**src/rtl/mult_seq.sv**
```systemverilog
// Sequential shift-and-add multiplier: WIDTH x WIDTH -> 2*WIDTH over valid/ready,
// with every add and every two's-complement negation routed through one shared adder.

module adder #(
  parameter int WIDTH = 32
) (
  input  logic [WIDTH-1:0] a,
  input  logic [WIDTH-1:0] b,
  input  logic             cin,
  output logic [WIDTH-1:0] s,
  output logic             cout
);
  logic [WIDTH-1:0] w_g;
  logic [WIDTH-1:0] w_p;

  generate
    for (genvar gi = 0; gi < WIDTH; gi++) begin : g_gp
      assign w_g[gi] = a[gi] & b[gi];
      assign w_p[gi] = a[gi] ^ b[gi];
    end
  endgenerate

  // Carry chain evaluated in one procedural pass so it stays a single acyclic net.
  always_comb begin
    logic c;
    c = cin;
    s = '0;
    for (int i = 0; i < WIDTH; i++) begin
      s[i] = w_p[i] ^ c;
      c    = w_g[i] | (w_p[i] & c);
    end
    cout = c;
  end
endmodule

module mult_seq #(
  parameter int WIDTH = 32
) (
  input  logic                 clk,
  input  logic                 rst_n,
  input  logic                 in_valid,
  output logic                 in_ready,
  input  logic                 is_signed,
  input  logic [WIDTH-1:0]     op_a,
  input  logic [WIDTH-1:0]     op_b,
  output logic                 out_valid,
  input  logic                 out_ready,
  output logic [2*WIDTH-1:0]   product
);
  localparam int CW = $clog2(WIDTH) + 1;

  localparam logic [2:0] S_IDLE   = 3'd0;
  localparam logic [2:0] S_NEG_A  = 3'd1;
  localparam logic [2:0] S_NEG_B  = 3'd2;
  localparam logic [2:0] S_CALC   = 3'd3;
  localparam logic [2:0] S_NEG_LO = 3'd4;
  localparam logic [2:0] S_NEG_HI = 3'd5;
  localparam logic [2:0] S_DONE   = 3'd6;

  logic [2:0]         r_state;
  logic [WIDTH-1:0]   r_mcand;
  logic [WIDTH-1:0]   r_hi;
  logic [WIDTH-1:0]   r_lo;
  logic               r_neg;
  logic               r_b_neg;
  logic               r_carry;
  logic [CW-1:0]      r_cnt;
  logic [2*WIDTH-1:0] r_product;

  logic [WIDTH-1:0]   w_add_a;
  logic [WIDTH-1:0]   w_add_b;
  logic               w_add_cin;
  logic [WIDTH-1:0]   w_sum;
  logic               w_cout;
  logic               w_a_neg;
  logic               w_b_neg;
  logic               w_last;

  assign w_a_neg   = is_signed & op_a[WIDTH-1];
  assign w_b_neg   = is_signed & op_b[WIDTH-1];
  assign w_last    = (r_cnt == CW'(WIDTH - 1));
  assign in_ready  = (r_state == S_IDLE);
  assign out_valid = (r_state == S_DONE);
  assign product   = r_product;

  // Operand steering for the shared adder; negations are ~x + cin with b = 0.
  always_comb begin
    w_add_a   = '0;
    w_add_b   = '0;
    w_add_cin = 1'b0;
    case (r_state)
      S_NEG_A: begin
        w_add_a   = ~r_mcand;
        w_add_cin = 1'b1;
      end
      S_NEG_B, S_NEG_LO: begin
        w_add_a   = ~r_lo;
        w_add_cin = 1'b1;
      end
      S_CALC: begin
        w_add_a = r_hi;
        w_add_b = r_lo[0] ? r_mcand : '0;
      end
      S_NEG_HI: begin
        w_add_a   = ~r_hi;
        w_add_cin = r_carry;
      end
      default: ;
    endcase
  end

  adder #(.WIDTH(WIDTH)) u_adder (
    .a    (w_add_a),
    .b    (w_add_b),
    .cin  (w_add_cin),
    .s    (w_sum),
    .cout (w_cout)
  );

  always_ff @(posedge clk or negedge rst_n) begin
    if (!rst_n) begin
      r_state   <= S_IDLE;
      r_mcand   <= '0;
      r_hi      <= '0;
      r_lo      <= '0;
      r_neg     <= 1'b0;
      r_b_neg   <= 1'b0;
      r_carry   <= 1'b0;
      r_cnt     <= '0;
      r_product <= '0;
    end else begin
      case (r_state)
        S_IDLE: begin
          if (in_valid) begin
            r_mcand <= op_a;
            r_lo    <= op_b;
            r_hi    <= '0;
            r_cnt   <= '0;
            r_carry <= 1'b0;
            r_neg   <= w_a_neg ^ w_b_neg;
            r_b_neg <= w_b_neg;
            if (w_a_neg)      r_state <= S_NEG_A;
            else if (w_b_neg) r_state <= S_NEG_B;
            else              r_state <= S_CALC;
          end
        end
        S_NEG_A: begin
          r_mcand <= w_sum;
          r_state <= r_b_neg ? S_NEG_B : S_CALC;
        end
        S_NEG_B: begin
          r_lo    <= w_sum;
          r_state <= S_CALC;
        end
        S_CALC: begin
          r_hi  <= {w_cout, w_sum[WIDTH-1:1]};
          r_lo  <= {w_sum[0], r_lo[WIDTH-1:1]};
          r_cnt <= r_cnt + CW'(1);
          if (w_last) begin
            if (r_neg) begin
              r_state <= S_NEG_LO;
            end else begin
              r_state   <= S_DONE;
              r_product <= {w_cout, w_sum, r_lo[WIDTH-1:1]};
            end
          end
        end
        S_NEG_LO: begin
          r_lo    <= w_sum;
          r_carry <= w_cout;
          r_state <= S_NEG_HI;
        end
        S_NEG_HI: begin
          r_hi      <= w_sum;
          r_product <= {w_sum, r_lo};
          r_state   <= S_DONE;
        end
        S_DONE: begin
          if (out_ready) r_state <= S_IDLE;
        end
        default: r_state <= S_IDLE;
      endcase
    end
  end
endmodule

```
**config.mk**
```make
export PLATFORM = sky130hd
export DESIGN_NAME = mult_seq
export DESIGN_NICKNAME = d
export VERILOG_FILES = /design/src/rtl/mult_seq.sv
export SDC_FILE = /design/constraint.sdc
export NUM_CORES = 1
export LEC_CHECK = 0
export CORE_MARGIN = 8
export CORE_UTILIZATION = 50
export CTS_CLUSTER_SIZE = 14
export DETAILED_ROUTE_END_ITERATION = 12
export DONT_BUFFER_PORTS = 1
export PLACE_DENSITY = 0.63
export SLEW_MARGIN = 20
export SYNTH_ARGS = -nofsm -noshare
export SYNTH_HDL_FRONTEND = slang
export SYNTH_SLANG_ARGS = --single-unit
export TNS_END_PERCENT = 20
```
**constraint.sdc**
```tcl
create_clock -name clk -period 31.8 [get_ports clk]
set_input_delay 6.36 -clock clk [delete_from_list [all_inputs] [get_ports clk]]
set_output_delay 6.36 -clock clk [all_outputs]
set_load 0.02 [all_outputs]
```
==> results of run 1 <==
-- stage by stage --
step	cell area [um^2]	hold WS (ns)	utilization (%)
floorplan	11200	0.461	-
global placement	11100	0.487	50.6
detailed placement	11100	0.497	50.6
CTS	11600	0.511	53.1
global route	11600	0.525	53.1
finish	11600	0.507	53.1
-- routing by layer --
| metal | track usage (%) | vias to the layer above | part of all wire, % |
|---|---|---|---|
| met4 | 5.84 | 0 | 1.6 |
| met3 | 6.34 | 35 | 8.8 |
| met2 | 35.6 | 439 | 43 |
| li1 | - | 4468 | - |
| met5 | 0 | - | 0 |
| met1 | 36.1 | 4804 | 47 |
-- layout make-up --
type	instances	share of cell area, %
Multi-Input combinational cell	935	52.4
Clock inverter	12	0.915
Timing Repair Buffer	23	1.49
Clock buffer	20	3.84
Inverter	39	1.26
Sequential cell	172	37.0
Tap cell	280	3.01
-- cells in the mapped netlist (all sizes together) (32+ instances only) --
library cell	count
nand2	195
dfrtp	172
buf	73
nor2	73
clkbuf	72
a31oi	64
nor2b	64
a21oi	40
o21ai	40
inv	39
nand3	38
nand2b	37
o31ai	36
and2	33
a32oi	32
fa	32
nand4	32
o211ai	32
o311ai	32
-- power breakdown --
group	leakage, nW	total, mW	internal, mW	switching [mW]
registers	1.92	0.501	0.334	0.167
clock network	0.262	0.203	0.104	0.0988
logic	2.56	0.968	0.418	0.550
total	4.74	1.67	0.856	0.815
-- flip-flops by register name (all words and copies together) (netlist names) --
| name | count |
|---|---|
| r_b_neg | 1 |
| r_state | 3 |
| r_cnt | 6 |
| r_mcand | 32 |
| product | 64 |
| r_neg | 1 |
| r_hi | 32 |
| r_carry | 1 |
| r_lo | 32 |
-- worst paths after layout --
kind,from,endpoint
max in group asynchronous,rst_n,r_state[0]
min,r_hi[11],r_hi[11]
min reg2reg,r_hi[11],r_hi[11]
max,r_state[0],r_lo[31]
min in group asynchronous,rst_n,product[7]
max reg2reg,r_state[0],r_lo[31]
-- cells by family (layout without fill, tap and decap cells) --
group / count (synthesis) / in the layout / synth area share [%]
AND/OR/NAND/NOR: 487 / 487 / 21.3
flip-flops: 172 / 172 / 38.4
multiplexers: 4 / 4 / 0.369
adder cells (fa/ha/maj): 34 / 34 / 5.94
AO/OA/AOI/OAI: 408 / 408 / 26.1
buffers and inverters: 184 / 94 / 7.63
XOR/XNOR: 2 / 2 / 0.223
-- cells in the final DEF (no fill, tap or decap), drive strengths merged, types with 23 or more instances in the layout --
master,Yosys,routed
nand4,32,32
a22o,30,30
a21oi,40,40
nor2b,64,64
inv,39,44
nand2,195,195
nand2b,37,37
dfrtp,172,172
a21o,31,31
a31oi,64,64
o21ai,40,40
o311ai,32,32
and2,33,33
o211ai,32,32
o31ai,36,36
nand3,38,38
a221oi,31,31
fa,32,32
nor2,73,73
o22ai,31,31
a32oi,32,32
buf,73,23
==> impl_metrics.tcl, run 1 <==
set metrics [dict create \
    drv_slew 0 \
    finalNonFillerCells 1481 \
    rows 54 \
    ant_nets 0 \
    core_area_mm2 0.0219 \
    slowest_delay_ns 0.81 \
    period_share_pct 55.0 \
    vias_per_cell 6.58 \
    avgRoutedWirePerCell_um 23.2 \
    worst-path-stages 40 \
    initial_core_util_pct 51.2 \
    cts.sinks 172 \
    area_growth_pct 3.73 \
    synth_nets 1394 \
    hp-class "reg2reg" \
    synth-seq-area-share_pct 38.4 \
    synth-main-ff-cell "dfrtp_1" \
    post-cts-setup-buffers 0 \
    cp.required_ns 32.15 \
    grt_setup_unrepaired "false" \
    track_usage_pct 24.7 \
    cts_root_buf "clkbuf_16" \
    synth_area_leader_cell "dfrtp_1" \
    synthCells 1291 \
    leakagePower_nw 4.74 \
    reg2reg_depth 40 \
    cts_tree "done" \
    routabilityCongestion 0.893 \
    critPathKind "reg2reg" \
    clock_latency_ns 0.44 \
    crit_fanout 72 \
    design.final.nets 1291 \
    period_needed_ns 17.50 \
    setup_viol 0 \
    status "finished, final reports clean" \
    whs_path_depth 1 \
    grt_pass1_wl_um 55400 \
    die_y_um 166 \
    cts.path.max_buffers 2 \
    synth_top_area_share_pct 38.4 \
    cp_common_cell "fa_1" \
    fmax_mhz 57.1 \
    final-hold-violation-count 0 \
    yosysWarnings 0 \
    maxCapViolCount 0 \
    tns_ns 0 \
    vias 9746 \
    grt_max_degree 173 \
    synth_edf_count 0 \
    dr.pass1.iters 5 \
    dieArea_mm2 0.0275 \
    drc 0 \
    nFillCells 2062 \
    reg2reg_slack_ns 14.30 \
    drt_wl_total_um 34400 \
    finClkSkew_ns 0.0125 \
    synth-seq-cells 172 \
    drive_gt1_share_pct 6.41 \
    placement.io_buffers 0 \
    irDropWorstVdd_v 0.0000660 \
    arrival_ns 17.85 \
    htreeDepth 4 \
    critPathLaunchType "register" \
    crit_buf_inv 4 \
    multiInputGateArea_mm2 0.00609 \
    n_antenna_cell 0 \
    endpoint_kind "register" \
    antenna_found_initial 0 \
    cts_hold_buf 0 \
    cp_top_family "adder cells" \
    seq_area_mm2 0.00431 \
    ys_types 59 \
    synth_area_mm2 0.0112 \
    crit_path_top_delay_cell "dfrtp_2" \
    grt_overflow_total 0 \
    synth_area_per_cell_um2 8.68 \
    drtIter0Drc 1159 \
    place_ws_ns 14.33 \
    cts-buffers-inserted 17 \
    setup_slack_ns 14.30 \
    post_cts_resized 0 \
    ioPinCount 135 \
    synthTopCellsByArea "dfrtp_1 (38%), nand2_1 (6.5%), fa_1 (5.7%), a31oi_1 (3.6%), nor2b_1 (3.6%)" \
    dp_hpwl_um 22300 \
    placedCellCount 1449 \
    die_w_um 166 \
    powerDensity_mw_per_mm2 144 \
    path_clk_slew_ns 0.07 \
    synth-async-reset-ratio_pct 100 \
    p_total_mw 1.67 \
    slew_headroom_pct 37.0 \
    grt_pass1_vias 9195 \
    worst_slew_pin_slew_ns 0.945 \
]
Note: power is estimated with default switching activity, not from simulation.
==> run 2, diff against run 1 <==
--- a/config.mk
+++ b/config.mk
@@ -10,7 +10,7 @@
 export CTS_CLUSTER_SIZE = 14
 export DETAILED_ROUTE_END_ITERATION = 12
 export DONT_BUFFER_PORTS = 1
-export PLACE_DENSITY = 0.63
+export PLACE_DENSITY = 0.66
 export SLEW_MARGIN = 20
 export SYNTH_ARGS = -nofsm -noshare
 export SYNTH_HDL_FRONTEND = slang
==> constraint.sdc (replaced) <==
create_clock -name clk -period 15.2 [get_ports clk]
set_input_delay 3.04 -clock clk [delete_from_list [all_inputs] [get_ports clk]]
set_output_delay 3.04 -clock clk [all_outputs]
set_load 0.02 [all_outputs]
==> run 2 against run 1 <==
Cell count rose by 0.88%. Power up 120%. Worst hold slack worse by 0.0014 ns. Clock power rose by 140%. Global-route usage is 0.10 points lower. Sequential cell count unchanged. Core utilization up 1.1 points. Clock skew is 0.0013 ns lower. Worst setup slack worse by 14 ns. Via count rose by 0.45%. Register-to-register slack got worse by 14 ns. Critical path depth fell by 1. Critical path type unchanged. Largest cell class unchanged. Largest power group unchanged.
==> impl_metrics.tcl, run 2 (same netlist as run 1, synthesis figures left out) <==
set metrics [dict create \
    placement.io_buffers 0 \
    period_needed_ns 14.70 \
    grt_max_degree 173 \
    powerDensity_mw_per_mm2 307 \
    clock_latency_ns 0.43 \
    status "finished, final reports clean" \
    core_area_mm2 0.0219 \
    routabilityCongestion 0.871 \
    area_growth_pct 5.91 \
    hp-start "r_hi[22]" \
    arrival_ns 15.05 \
    initial_core_util_pct 51.2 \
    avgRoutedWirePerCell_um 23.1 \
    drtIter0Drc 1065 \
    p_total_mw 3.64 \
    setup_viol 0 \
    drive_gt1_share_pct 9.88 \
    reg2reg_slack_ns 0.50 \
    layout_common_cells "nand2_1 (194), dfrtp_1 (171), nor2_1 (72), a31oi_1 (64), nor2b_1 (63)" \
    fmax_mhz 68.0 \
    multiInputGateArea_mm2 0.00616 \
    hp-class "reg2reg" \
    grt_setup_unrepaired "false" \
    endpoint_kind "register" \
    finClkSkew_ns 0.0112 \
    tns_ns 0 \
    grt_pass1_vias 9584 \
    seq_area_mm2 0.00431 \
    slew_headroom_pct 33.1 \
    dr.pass1.iters 5 \
    die_y_um 166 \
    cts_hold_buf 0 \
    cp_common_cell "fa_2" \
    reg2reg_depth 39 \
    fin_util_pct 54.2 \
    htreeDepth 4 \
    dieArea_mm2 0.0275 \
    n_antenna_cell 0 \
    final_common_cell "nand2_1" \
    drc 0 \
    final-hold-violation-count 0 \
    reg2reg_from "r_state[2]" \
    r2r-end "r_lo[31]" \
    ant_nets 0 \
    cts.sinks 172 \
    cts_root_buf "clkbuf_16" \
    largest_reg_flops 64 \
    hold_end "r_hi[22]" \
    cts_tree "done" \
    maxCapViolCount 0 \
    vias 9790 \
    whs_path_depth 1 \
    vias_per_cell 6.55 \
    irDropWorstVdd_v 0.000151 \
    track_usage_pct 24.6 \
    period_share_pct 96.7 \
    rows 54 \
    cp.required_ns 15.55 \
    crit_fanout 4 \
    ioPinCount 135 \
    grt_overflow_total 0 \
    path_clk_slew_ns 0.07 \
    cts.path.max_buffers 2 \
    drt_wl_total_um 34600 \
    design.final.nets 1304 \
    critPathLaunchType "register" \
    crit_path_top_delay_cell "fa_1" \
    cts-buffers-inserted 17 \
    die_w_um 166 \
    nFillCells 1979 \
    antenna_found_initial 1 \
    drv_slew 0 \
    worst_slew_pin_slew_ns 1.00 \
    grt_pass1_wl_um 56000 \
    dp_hpwl_um 22300 \
    critPathKind "reg2reg" \
    leakagePower_nw 4.82 \
    slowest_delay_ns 0.46 \
]
-- run 2: cell types whose count changed in the layout (fill, tap and decap cells not counted), sizes merged --
cell and delta:
clkinvlp -2, inv +1, clkbuf -2, clkinv -1, bufinv +4, buf +13
-- run 2: worst max-delay path by stage --
stage / startpoint / to / slack, ns / depth (start not counted)
6_report: r_state[2] / r_lo[31] / 0.50 / 39
3_3_place_gp: r_state[2] / r_lo[31] / 0.15 / 39
4_1_cts: r_state[2] / r_lo[31] / 0.004 / 39
5_1_grt: r_state[2] / r_lo[31] / 0.06 / 39
2_1_floorplan: r_state[1] / r_lo[31] / 0.05 / 42
3_5_place_dp: r_state[2] / r_lo[31] / 0.02 / 39
-- run 2: layout make-up --
cell class	count	area share, %
flip-flops and latches	172	36.3
clock buffers	18	3.62
multi-input cells	935	51.9
well taps	280	2.95
repair buffers	36	2.28
inverters	39	1.23
clock inverters	14	1.73
-- run 2: power by group --
group | switching [mW] | leakage (nW) | total [mW] | internal (mW)
Clock | 0.200 | 0.308 | 0.479 | 0.280
Combinational | 1.15 | 2.59 | 2.12 | 0.967
Sequential | 0.341 | 1.92 | 1.04 | 0.698
-- run 2: timing repair --
action / CTS / global route
gates resized for setup: 1 / 8
pin swaps: 0 / 1
buffers inserted: 0 / 3
setup endpoints to repair: 2 / 9
-- run 2: worst max-delay path, delay by kind of cell (launching register included) --
| family | cells | cell delay (ns) |
|---|---|---|
| adders and majority gates | 32 | 13.22 |
| AOI/OAI and AO/OA | 3 | 0.43 |
| and+or+nand+nor | 2 | 0.41 |
| DFF | 1 | 0.37 |
| buffers and inverters | 2 | 0.19 |
-- run 2: per-layer routing --
layer  part of all wire, %  vias to the layer above  GRT usage (%)
met5                 0.038                        -              0
met4                   1.7                        2           6.03
met3                   8.8                       45           6.63
met2                    44                      409           36.5
met1                    45                     4827           34.8
li1                      -                     4507              -
-- run 2: metrics by stage --
step                cell area [um^2]  instances  hold slack, ns  setup WS, ns
floorplan                      11300       1291           0.461        0.0524
global placement               11200       1459           0.486         0.154
detailed placement             11200       1459           0.493        0.0150
CTS                            11800       1491           0.508       0.00361
global route                   11900       1494           0.525        0.0621
finish                         11900       1494           0.506         0.502
